## config.mk

```make
export PLATFORM = sky130hd
export DESIGN_NAME = dmem_sequencer
export DESIGN_NICKNAME = d
export VERILOG_FILES = /design/src/rtl/dmem_sequencer.sv
export SDC_FILE = /design/constraint.sdc
export NUM_CORES = 1
export LEC_CHECK = 0
export CAP_MARGIN = 40
export CORE_MARGIN = 10
export CORE_UTILIZATION = 45
export CTS_BUF_LIST = sky130_fd_sc_hd__clkbuf_8
export DETAILED_ROUTE_END_ITERATION = 16
export GPL_ROUTABILITY_DRIVEN = 1
export GPL_TIMING_DRIVEN = 0
export PLACE_DENSITY = 0.91
export SETUP_SLACK_MARGIN = 0.4
export SLEW_MARGIN = 20
export SYNTH_ARGS = -nofsm -noshare
export SYNTH_HDL_FRONTEND = slang
export SYNTH_SLANG_ARGS = --single-unit
```

## constraint.sdc

```tcl
create_clock -name clk -period 2.8 [get_ports clk]
set_input_delay 0.56 -clock clk [delete_from_list [all_inputs] [get_ports clk]]
set_output_delay 0.56 -clock clk [all_outputs]
set_load 0.05 [all_outputs]
```

## src/rtl/dmem_sequencer.sv

```systemverilog
`default_nettype none
// ============================================================================
// Module      : dmem_sequencer
// Description : M-stage data-memory access sequencer. Turns a single-cycle
//               load/store request from the pipeline into a req/ack handshake
//               with a multi-cycle memory. The pipeline is held with stall
//               while the access is outstanding. Load data comes back with a
//               one-cycle valid pulse. Misaligned, illegal and timed-out
//               accesses raise a sticky fault flag.
// Revision    : 1.0 - initial release
// ============================================================================
module dmem_sequencer #(
    parameter int ADDR_W  = 32,
    parameter int DATA_W  = 32,
    parameter int TIMEOUT = 15
) (
    input  logic              clk,
    input  logic              rst,
    input  logic              m_read,
    input  logic              m_write,
    input  logic [ADDR_W-1:0] m_addr,
    input  logic [DATA_W-1:0] m_val,
    input  logic              mem_ack,
    input  logic [DATA_W-1:0] mem_rdata,
    output logic              mem_req,
    output logic              mem_we,
    output logic [ADDR_W-1:0] mem_addr,
    output logic [DATA_W-1:0] mem_wdata,
    output logic              stall,
    output logic [DATA_W-1:0] load_data,
    output logic              load_valid,
    output logic              fault,
    output logic [15:0]       stall_cnt
);

    localparam logic [1:0] c_ST_IDLE = 2'd0;
    localparam logic [1:0] c_ST_REQ  = 2'd1;
    localparam logic [1:0] c_ST_DONE = 2'd2;

    localparam logic [7:0]  c_TIMEOUT = 8'(TIMEOUT);
    localparam logic [15:0] c_CNT_MAX = 16'hFFFF;

    logic [1:0]        r_state;
    logic [1:0]        w_state_nxt;
    logic [7:0]        r_tmo_cnt;
    logic [7:0]        w_tmo_inc;
    logic              w_acc;
    logic              w_legal;
    logic              w_timeout;
    logic              w_stall;
    logic              r_mem_we;
    logic [ADDR_W-1:0] r_mem_addr;
    logic [DATA_W-1:0] r_mem_wdata;
    logic [DATA_W-1:0] r_load_data;
    logic              r_load_valid;
    logic              r_fault;
    logic [15:0]       r_stall_cnt;

    // An access is legal only when exactly one of read/write is set and the
    // address is word aligned.
    assign w_acc     = m_read | m_write;
    assign w_legal   = (m_read ^ m_write) && (m_addr[1:0] == 2'b00);
    // Timeout fires on the REQ cycle whose increment reaches TIMEOUT; an ack
    // in that same cycle takes priority.
    assign w_tmo_inc = r_tmo_cnt + 8'd1;
    assign w_timeout = !mem_ack && (w_tmo_inc == c_TIMEOUT);
    assign w_stall   = ((r_state == c_ST_IDLE) && w_legal) || (r_state == c_ST_REQ);

    assign mem_req    = (r_state == c_ST_REQ);
    assign mem_we     = r_mem_we;
    assign mem_addr   = r_mem_addr;
    assign mem_wdata  = r_mem_wdata;
    assign stall      = w_stall;
    assign load_data  = r_load_data;
    assign load_valid = r_load_valid;
    assign fault      = r_fault;
    assign stall_cnt  = r_stall_cnt;

    // State register.
    always_ff @(posedge clk) begin
        if (rst) begin
            r_state <= c_ST_IDLE;
        end else begin
            r_state <= w_state_nxt;
        end
    end

    // Next-state decode: IDLE -> REQ on a legal access, REQ -> DONE on ack or
    // timeout, DONE always falls back to IDLE.
    always_comb begin
        w_state_nxt = r_state;
        case (r_state)
            c_ST_IDLE: if (w_legal) w_state_nxt = c_ST_REQ;
            c_ST_REQ:  if (mem_ack || w_timeout) w_state_nxt = c_ST_DONE;
            c_ST_DONE: w_state_nxt = c_ST_IDLE;
            default:   w_state_nxt = c_ST_IDLE;
        endcase
    end

    // Request latch, timeout counter, load result and sticky fault.
    always_ff @(posedge clk) begin
        if (rst) begin
            r_mem_we     <= 1'b0;
            r_mem_addr   <= '0;
            r_mem_wdata  <= '0;
            r_tmo_cnt    <= 8'd0;
            r_load_data  <= '0;
            r_load_valid <= 1'b0;
            r_fault      <= 1'b0;
        end else begin
            r_load_valid <= 1'b0;
            case (r_state)
                c_ST_IDLE: begin
                    if (w_legal) begin
                        r_mem_addr  <= m_addr;
                        r_mem_wdata <= m_val;
                        r_mem_we    <= m_write;
                        r_tmo_cnt   <= 8'd0;
                    end else if (w_acc) begin
                        r_fault <= 1'b1;
                    end
                end
                c_ST_REQ: begin
                    if (mem_ack) begin
                        if (!r_mem_we) begin
                            r_load_data  <= mem_rdata;
                            r_load_valid <= 1'b1;
                        end
                    end else begin
                        r_tmo_cnt <= w_tmo_inc;
                        if (w_timeout) begin
                            r_fault      <= 1'b1;
                            r_load_data  <= '0;
                            r_load_valid <= !r_mem_we;
                        end
                    end
                end
                default: begin
                end
            endcase
        end
    end

    // Saturating count of stalled cycles.
    always_ff @(posedge clk) begin
        if (rst) begin
            r_stall_cnt <= 16'd0;
        end else if (w_stall && (r_stall_cnt != c_CNT_MAX)) begin
            r_stall_cnt <= r_stall_cnt + 16'd1;
        end
    end

endmodule
`default_nettype wire

```

# Word level (Yosys, flattened, before mapping)
# Cells that the tools add are included.
[classes]
n_mux = 17
eq_ne = 10
addsub = 2
n_reduce_logical = 18
bitwise = 3
[op_table]
columns = ["op", "count"]
rows = [
  ["32-bit 2-to-1 mux", 3],
  ["16-bit by 1-bit adder with 16-bit output (second input constant)", 1],
  ["8-bit 2-to-1 mux", 2],
  ["16-bit != test (second input constant)", 1],
  ["8-bit one-hot mux with 2 select lines", 1],
  ["2-bit != test (second input constant)", 5],
  ["8-bit by 1-bit adder with 8-bit output (second input constant)", 1],
  ["8-bit by 4-bit == test with 1-bit output (second input constant)", 1],
  ["1-bit 2-to-1 mux", 7],
  ["3-bit AND reduction", 2],
  ["5-bit AND reduction", 1],
  ["1-bit logical AND", 4],
  ["2-bit logical NOT", 2],
  ["2-bit 2-to-1 mux", 2],
  ["2-bit by 1-bit != test with 1-bit output (second input constant)", 2],
  ["2-bit one-hot mux with 2 select lines", 1],
  ["2-bit AND reduction", 2],
  ["2-bit nonzero test", 2],
  ["2-bit by 1-bit == test with 1-bit output (second input constant)", 1],
  ["1-bit logical NOT", 2],
  ["1-bit logical OR", 2],
  ["1-bit one-hot mux with 2 select lines", 1],
  ["2-bit OR reduction", 1],
  ["1-bit inverter", 1],
  ["other kinds (2)", 2],
]
[word_totals]
out_inout_bits = 117
elab_cells = 59
register_bits = 125
inputBits = 101

# Logic depth before layout (Yosys ltp)
# Gate-level depths: netlist (run 1).
[depth]
ltp_word = 6
depth_mapped = 9
depth_no_buf = 7

# Least setup slack after synthesis (run 1)
# No wires, ideal clock.
[synth_path]
path_type = "input port to output port"
startpoint = "input m_read"
endpoint = "output stall"
path_stages = 7
arrival_ns = 2.105
path_slack_ns = 0.135
required_time_ns = 2.240
n_path_buf = 2
path_cell_list = "inv_1 ha_1 or4b_4 and2_0 clkbuf_2 buf_2 inv_1"
[synth_between]
elab_chain_cells = 4
[synth_lines]
columns = ["item", "line_no", "source"]
rows = [
  ["start: declaration", "19", "input logic m_read,"],
  ["1-bit XOR", "62", "assign w_legal = (m_read ^ m_write) && (m_addr[1:0] == 2'b00);"],
  ["1-bit logical AND", "62", ""],
  ["1-bit logical AND", "67", "assign w_stall = ((r_state == c_ST_IDLE) && w_legal) || (r_state == c_ST_REQ);"],
  ["1-bit logical OR", "67", ""],
  ["end: declaration", "29", "output logic stall,"],
]
# No other way between the ends.

# Worst setup path in the final report (run 1)
# Ends and elaborated chain as after synthesis.

==> summary.md, run 1 <==
| Metric | Value |
|---|---|
| Type of the worst min-delay path | input port to flip-flop |
| Layout cells sized above 1 | 8.06% |
| Routed via count | 6066 |
| Final GP Congestion | 0.886 |
| Number of global-route vias before repair | 6118 |
| Die height | 132 um |
| Grt total ovfl | 0 |
| Mapped Area | 5660 sq um |
| Clk_lat worst skew | 0.45 ns |
| IO Port Bufs | 217 |
| Synth top area share | 44.2% |
| Clock Skew | 0.0102 ns |
| Cell mode on critical path | buf_8 |
| Top cells by area, synth | dfxtp_1, nand2_1, a21oi_1, a221o_1, a22o_1 |
| CTS Buffer Depth | 2 |
| Worst Path Arrival | 1.99 ns |
| Final hold viol count | 0 |
| Reg-to-Reg Start | r_tmo_cnt[0]$_SDFFE_PP0P_ |
| Post-synth cell types | 56 |
| Leak | 3.15 nW |
| Total track usage | 22.6% |
| Critical path peak fanout | 2 |
| RSZ-0062 raised after global routing | yes |
| Dpl hpwl | 15000 um |
| Core area | 12200 sq um |
| Fin crit period | 2.55 ns |
| H-tree depth | 4 |
| Critical Path End Type | output port |
| Final setup vio count | 0 |
| CP Class | input port to output port |
| Vias per inst | 5.59 |
| Synthesized area per cell | 8.50 sq um |
| Initial Util | 46.5% |
| Status | completed |
| CTS tree | built |
| Slowest stage cell on the critical path | or4b_4 |
| Setup slack, reg-to-reg | 0.50 ns |
| Global-route wire length before repair | 32400 um |
| Count leader, synth | nand2_1 |
| Fmax achieved | 393 MHz |
| CP delay by family, top | simple AND/OR/NAND/NOR gates |
| Drt initial violations | 465 |
| Worst setup SP type | input port |
| Top-level port count | 218 |
| Syn Nets | 770 |
| Leading area contributor after synthesis | dfxtp_1 |
| Worst-margin pin slew | 0.630 ns |
| VDD IR max | 0.000442 V |
| Critical R2R Capture | load_data[26]$_SDFFE_PP0P_ |
| Synthesized netlist cell count | 665 |
| Largest net degree at the start of global routing | 17 |
| Detailed Routing Iterations Pass 1 | 5 |
| Max incr delay on CP | 0.46 ns |
| Fillers | 915 |
| Sequential fraction of the synthesis area | 44.2% |
| Syn. warnings | 0 |
| Worst Path Buf+Inv | 6 |
| Sink Count | 125 |
| Row cnt | 40 |
| PwrDens | 494 nW/um^2 |
| Routed length per instance | 18.8 um |
| Clock slew at reported path FFs | 0.07 ns |
| Die width | 132 um |
| Die Area | 17500 sq um |
| Number of remaining DRC errors | 0 |
| Hold EP | mem_we$_SDFFE_PP0P_ |
| Max-cap violations | 0 |
| Crit path required time | 2.24 ns |
| FF-to-FF path depth | 7 |
| Antenna violations before repair | 0 |
| Commonest register cell after synthesis | dfxtp_1 |
| Final #Nets | 1011 |
| Seq cells post-synth | 125 |
| Crit path cell chain | buf_8 -> inv_8 -> ha_4 -> or4b_4 -> and2_4 -> buf_8 -> buf_8 -> clkinvlp_4 -> buf_8 |
| # diodes | 0 |
| Total Routed Length | 20400 um |
| Worst slew margin | 57.9% |
| Setup TNS | 0 ns |
| Asr flop ratio synth | 0% |
| Hold Path Depth | 3 |
| Fin Hold WS | 0.366 ns |
| Synth top cells by count | nand2_1, dfxtp_1, a21oi_1, clkbuf_1, and3_1 |
| Slew Viols, Final | 0 |
| Total CTS buffers | 17 |
| Post-detailed-route count of antenna-violating nets | 0 |
| Post-synth EDFFs | 0 |
| Startpoint of the worst hold path | m_write |
| Syn-to-layout area delta | 51.4% |
| Final period util | 90.9% |
| CTS root buf | clkbuf_8 |
-- where the power goes --
part / switching [mW] / internal (mW) / leakage, nW
sequential: 0.0415 / 1.84 / 1.01
clock: 0.728 / 0.878 / 0.201
combinational: 0.428 / 0.316 / 1.94
total: 1.20 / 3.03 / 3.15
-- registers in the layout (all words and copies together), names as in the netlist --
signal,cells
fault,1
load_data,32
load_valid,1
mem_addr,32
mem_wdata,32
mem_we,1
r_state,2
r_tmo_cnt,8
stall_cnt,16
-- metal layers --
metal  wire length (um)  up-vias  track usage (%)
met1               8090     2847             25.4
met5                  0        -                0
met2               9500      281             36.8
met3               2480       26             11.3
li1                   -     2912                -
met4                329        0             6.98
-- worst max-delay path by stage --
stage	startpoint	end	slack (ns)	cells after the start
after floorplan	m_read	stall	0.34	7
after global placement	m_read	stall	-1.00	9
after detailed placement	m_read	stall	-1.02	9
after CTS	m_write	stall	0.25	9
after global routing	m_read	stall	0.23	9
final	m_read	stall	0.25	9
-- cell families after synthesis --
| logic type | Yosys count | share of synthesized area, % |
|---|---|---|
| AO/OA/AOI/OAI | 214 | 27.1 |
| XOR/XNOR | 1 | 0.155 |
| adder cells (fa/ha/maj) | 4 | 0.885 |
| buffers and inverters | 69 | 5.49 |
| flip-flops | 125 | 44.2 |
| multiplexers | 4 | 0.796 |
| AND/OR/NAND/NOR | 248 | 21.3 |
-- cell usage in the layout, fill, tap and decap left out, types with 7 or more instances in the layout --
master           Yosys  routed
inv_1               12      10
a221o_1             28      28
or4_1                7       7
a21oi_1             84      84
o21ai_0              9       9
a22o_1              32      32
clkbuf_1            46      44
clkbuf_8             0      21
nand2_1            136     136
clkdlybuf4s50_1      0     209
nor2_1              15      15
and3_1              37      37
dfxtp_1            125     125
buf_8                3       8
o21a_1              34      34
nand3_1             11      11
-- repair_timing --
action / CTS / global route
gates resized for setup: 32 / 10
setup buffers: 3 / 0
setup endpoints to repair: 79 / 49
pin swaps: 2 / 1
hold buffers: 0 / 0
-- per-stage QoR --
| stage | total power, mW | utilization [%] | cell area (sq um) | std cells | setup WS (ns) |
|---|---|---|---|---|---|
| 6_report | 4.23 | 70.4 | 8560 | 1086 | 0.254 |
| 5_1_grt | 4.36 | 70.4 | 8560 | 1086 | 0.227 |
| 4_1_cts | 4.25 | 70.2 | 8530 | 1085 | 0.247 |
| 3_5_place_dp | 2.64 | 66.4 | 8080 | 1051 | -1.02 |
| 3_3_place_gp | 2.63 | 66.4 | 8070 | 1050 | -1.00 |
| 2_1_floorplan | 2.30 | - | 5690 | 665 | 0.344 |
-- worst register-to-register path, delay by kind of cell, from the launching register on --
family                     cells  cell delay [ns]
and+or+nand+nor                2             0.65
buffers and inverters          2             0.30
DFF                            1             0.36
AOI/OAI and AO/OA              2             0.59
adders and majority gates      1             0.28
-- final cells by class --
| class | instances | area [sq um] | area share [%] |
|---|---|---|---|
| multi-input combinational | 471 | 2870 | 33.6 |
| sequential | 125 | 2500 | 29.2 |
| timing repair buffer | 222 | 2220 | 26.0 |
| clock buffer | 21 | 289 | 3.38 |
| buffer | 57 | 288 | 3.36 |
| tap | 168 | 210 | 2.46 |
| clock inverter | 10 | 114 | 1.33 |
| inverter | 12 | 61.3 | 0.716 |
Note: power is estimated with default switching activity, not from simulation.
==> run 2, diff against run 1 <==
==> constraint.sdc (replaced) <==
create_clock -name clk -period 2.8 [get_ports clk]
set_input_delay 0.42 -clock clk [delete_from_list [all_inputs] [get_ports clk]]
set_output_delay 0.42 -clock clk [all_outputs]
set_load 0.05 [all_outputs]
==> summary.md, run 2 (same netlist as run 1, synthesis figures left out) <==
| Metric | Value |
|---|---|
| Slowest stage cell on the critical path | or4b_4 |
| Final hold viol count | 0 (unchanged) |
| Critical path peak fanout | 7 (+5) |
| Top-level port count | 218 (unchanged) |
| Clk_lat worst skew | 0.46 ns (about the same) |
| Detailed Routing Iterations Pass 1 | 5 (unchanged) |
| Finished Layout Cells | 1086 (unchanged) |
| Routed length per instance | 18.2 um (-2.8%) |
| Sink Count | 125 (unchanged) |
| Largest net degree at the start of global routing | 17 (unchanged) |
| Leak | 3.11 nW (-1.3%) |
| Max incr delay on CP | 0.49 ns (+0.03 ns) |
| Status | completed |
| Antenna violations before repair | 0 (unchanged) |
| Worst Setup Slack, final | 0.483 ns (+0.229 ns) |
| Setup TNS | 0 ns (unchanged) |
| Final core utilization | 69.8% (-0.59 points) |
| Total track usage | 21.6% (-1.0 points) |
| Number of remaining DRC errors | 0 (unchanged) |
| CTS root buf | clkbuf_8 |
| Initial Util | 46.5% (unchanged) |
| Crit path cell chain | or4b_4 -> and2_1 -> clkbuf_4 -> buf_6 -> inv_4 -> buf_8 |
| Worst-margin pin slew | 0.833 ns (+0.203 ns) |
| Total CTS buffers | 17 (unchanged) |
| Core area | 12200 sq um (unchanged) |
| Dpl cells | 1051 (unchanged) |
| Pre-CTS setup slack | -0.787 ns (+0.232 ns) |
| Hold Path Depth | 3 (unchanged) |
| CP delay by family, top | simple AND/OR/NAND/NOR gates |
| Critical Path Stages | 6 (-3) |
| PwrDens | 495 nW/um^2 (+0.16%) |
| Syn-to-layout area delta | 50.1% |
| H-tree depth | 4 (unchanged) |
| Type of the worst min-delay path | input port to flip-flop |
| Setup slack, reg-to-reg | 0.49 ns (about the same) |
| Drt initial violations | 369 (-21%) |
| Commonest cells after routing, fill and taps aside | clkdlybuf4s50_1, nand2_1, dfxtp_1 |
| Row cnt | 40 (unchanged) |
| Routed via count | 6018 (-0.79%) |
| Global-route wire length before repair | 30800 um (-4.8%) |
| Layout cells sized above 1 | 7.52% (-0.54 points) |
| Worst slew margin | 44.0% (-14 points) |
| Worst setup SP type | flip-flop |
| Die width | 132 um (unchanged) |
| Final setup vio count | 0 (unchanged) |
| Post-detailed-route count of antenna-violating nets | 0 (unchanged) |
| # diodes | 0 (unchanged) |
| Grt total ovfl | 0 (unchanged) |
| RSZ-0062 raised after global routing | no |
| Final GP Congestion | 0.886 (+0.10%) |
| Vias per inst | 5.54 (-0.79%) |
| Final period util | 82.7% (-8.2 points) |
| FF-to-FF path depth | 7 (unchanged) |
| Die height | 132 um (unchanged) |
| Number of global-route vias before repair | 5839 (-4.6%) |
| Die Area | 17500 sq um (unchanged) |
| Clock slew at reported path FFs | 0.08 ns (about the same) |
| Most common cell after layout, fill and taps aside | clkdlybuf4s50_1 |
| Worst Path Buf+Inv | 4 (-2) |
| VDD IR max | 0.000384 V (-13%) |
| Clock Skew | 0.00975 ns (-0.000466 ns) |
| Final #Nets | 1010 (-0.099%) |
| Worst Path Arrival | 1.90 ns (-0.09 ns) |
| Max-cap violations | 0 (unchanged) |
| Fmax achieved | 432 MHz (+9.9%) |
| Fin crit period | 2.32 ns (-0.229 ns) |
| Total Routed Length | 19800 um (-2.8%) |
| IO Port Bufs | 217 (unchanged) |
| Dpl hpwl | 14900 um (-0.25%) |
| CP Class | flip-flop to output port |
| CTS tree | built |
| Crit path required time | 2.38 ns (+0.14 ns) |
| CTS Buffer Depth | 2 (unchanged) |
| Critical Path End Type | output port |
| Slew Viols, Final | 0 (unchanged) |
==> run 2: where the power goes <==
group          internal [mW]  switching, mW  leakage [nW]  total (mW)
logic                  0.308          0.423          1.90       0.732
clock network          0.850          0.740         0.202        1.59
registers               1.84         0.0403          1.01        1.88
total                   2.99           1.20          3.11        4.20
==> run 2: metal layers <==
metal / vias to the layer above / track usage [%] / part of all wire, %
met2: 289 / 34.6 / 46
met1: 2807 / 24.0 / 40
met3: 21 / 12.0 / 13
li1: 2901 / - / -
met4: 0 / 6.55 / 1.1
met5: - / 0 / 0
==> run 2: final timing paths <==
| kind | from | endpoint |
|---|---|---|
| worst max register to register | r_tmo_cnt[0]$_SDFFE_PP0P_ | load_data[6]$_SDFFE_PP0P_ |
| worst max-delay path | r_state[1]$_SDFFE_PP0P_ | stall |
| worst min register to register | mem_addr[7]$_SDFFE_PP0P_ | mem_addr[7]$_SDFFE_PP0P_ |
| worst min-delay path | m_write | mem_we$_SDFFE_PP0P_ |
==> run 2: area by class of cell <==
class,count,area [sq um]
Sequential cell,125,2500
Clock buffer,20,275
Multi-Input combinational cell,471,2860
Timing Repair Buffer,221,2200
Clock inverter,12,120
Tap cell,168,210
Fill cell,929,3670
Buffer,57,274
Inverter,12,47.5
==> run 2: stage by stage <==
| step | hold WS [ns] | total power, mW | instance area [sq um] |
|---|---|---|---|
| finish | 0.214 | 4.20 | 8490 |
| detailed placement | 0.446 | 2.63 | 8040 |
| CTS | 0.336 | 4.21 | 8470 |
| floorplan | 0.467 | 2.30 | 5660 |
| global route | 0.206 | 4.34 | 8490 |
| global placement | 0.441 | 2.62 | 8040 |
==> run 2: worst reg2reg max path: cells and delay by family, from the launching register on <==
family	cells	cell delay [ns]
AOI/OAI and AO/OA	2	0.60
adders and majority gates	1	0.27
buffers and inverters	2	0.30
DFF	1	0.36
and+or+nand+nor	2	0.67
==> run 2: repair_timing <==
action                                  in CTS  in global routing
buffers inserted                             3                  0
endpoints found under the setup margin      65                 62
hold buffers                                 0                  0
pin swaps                                    2                  1
resized for setup                           16                 12
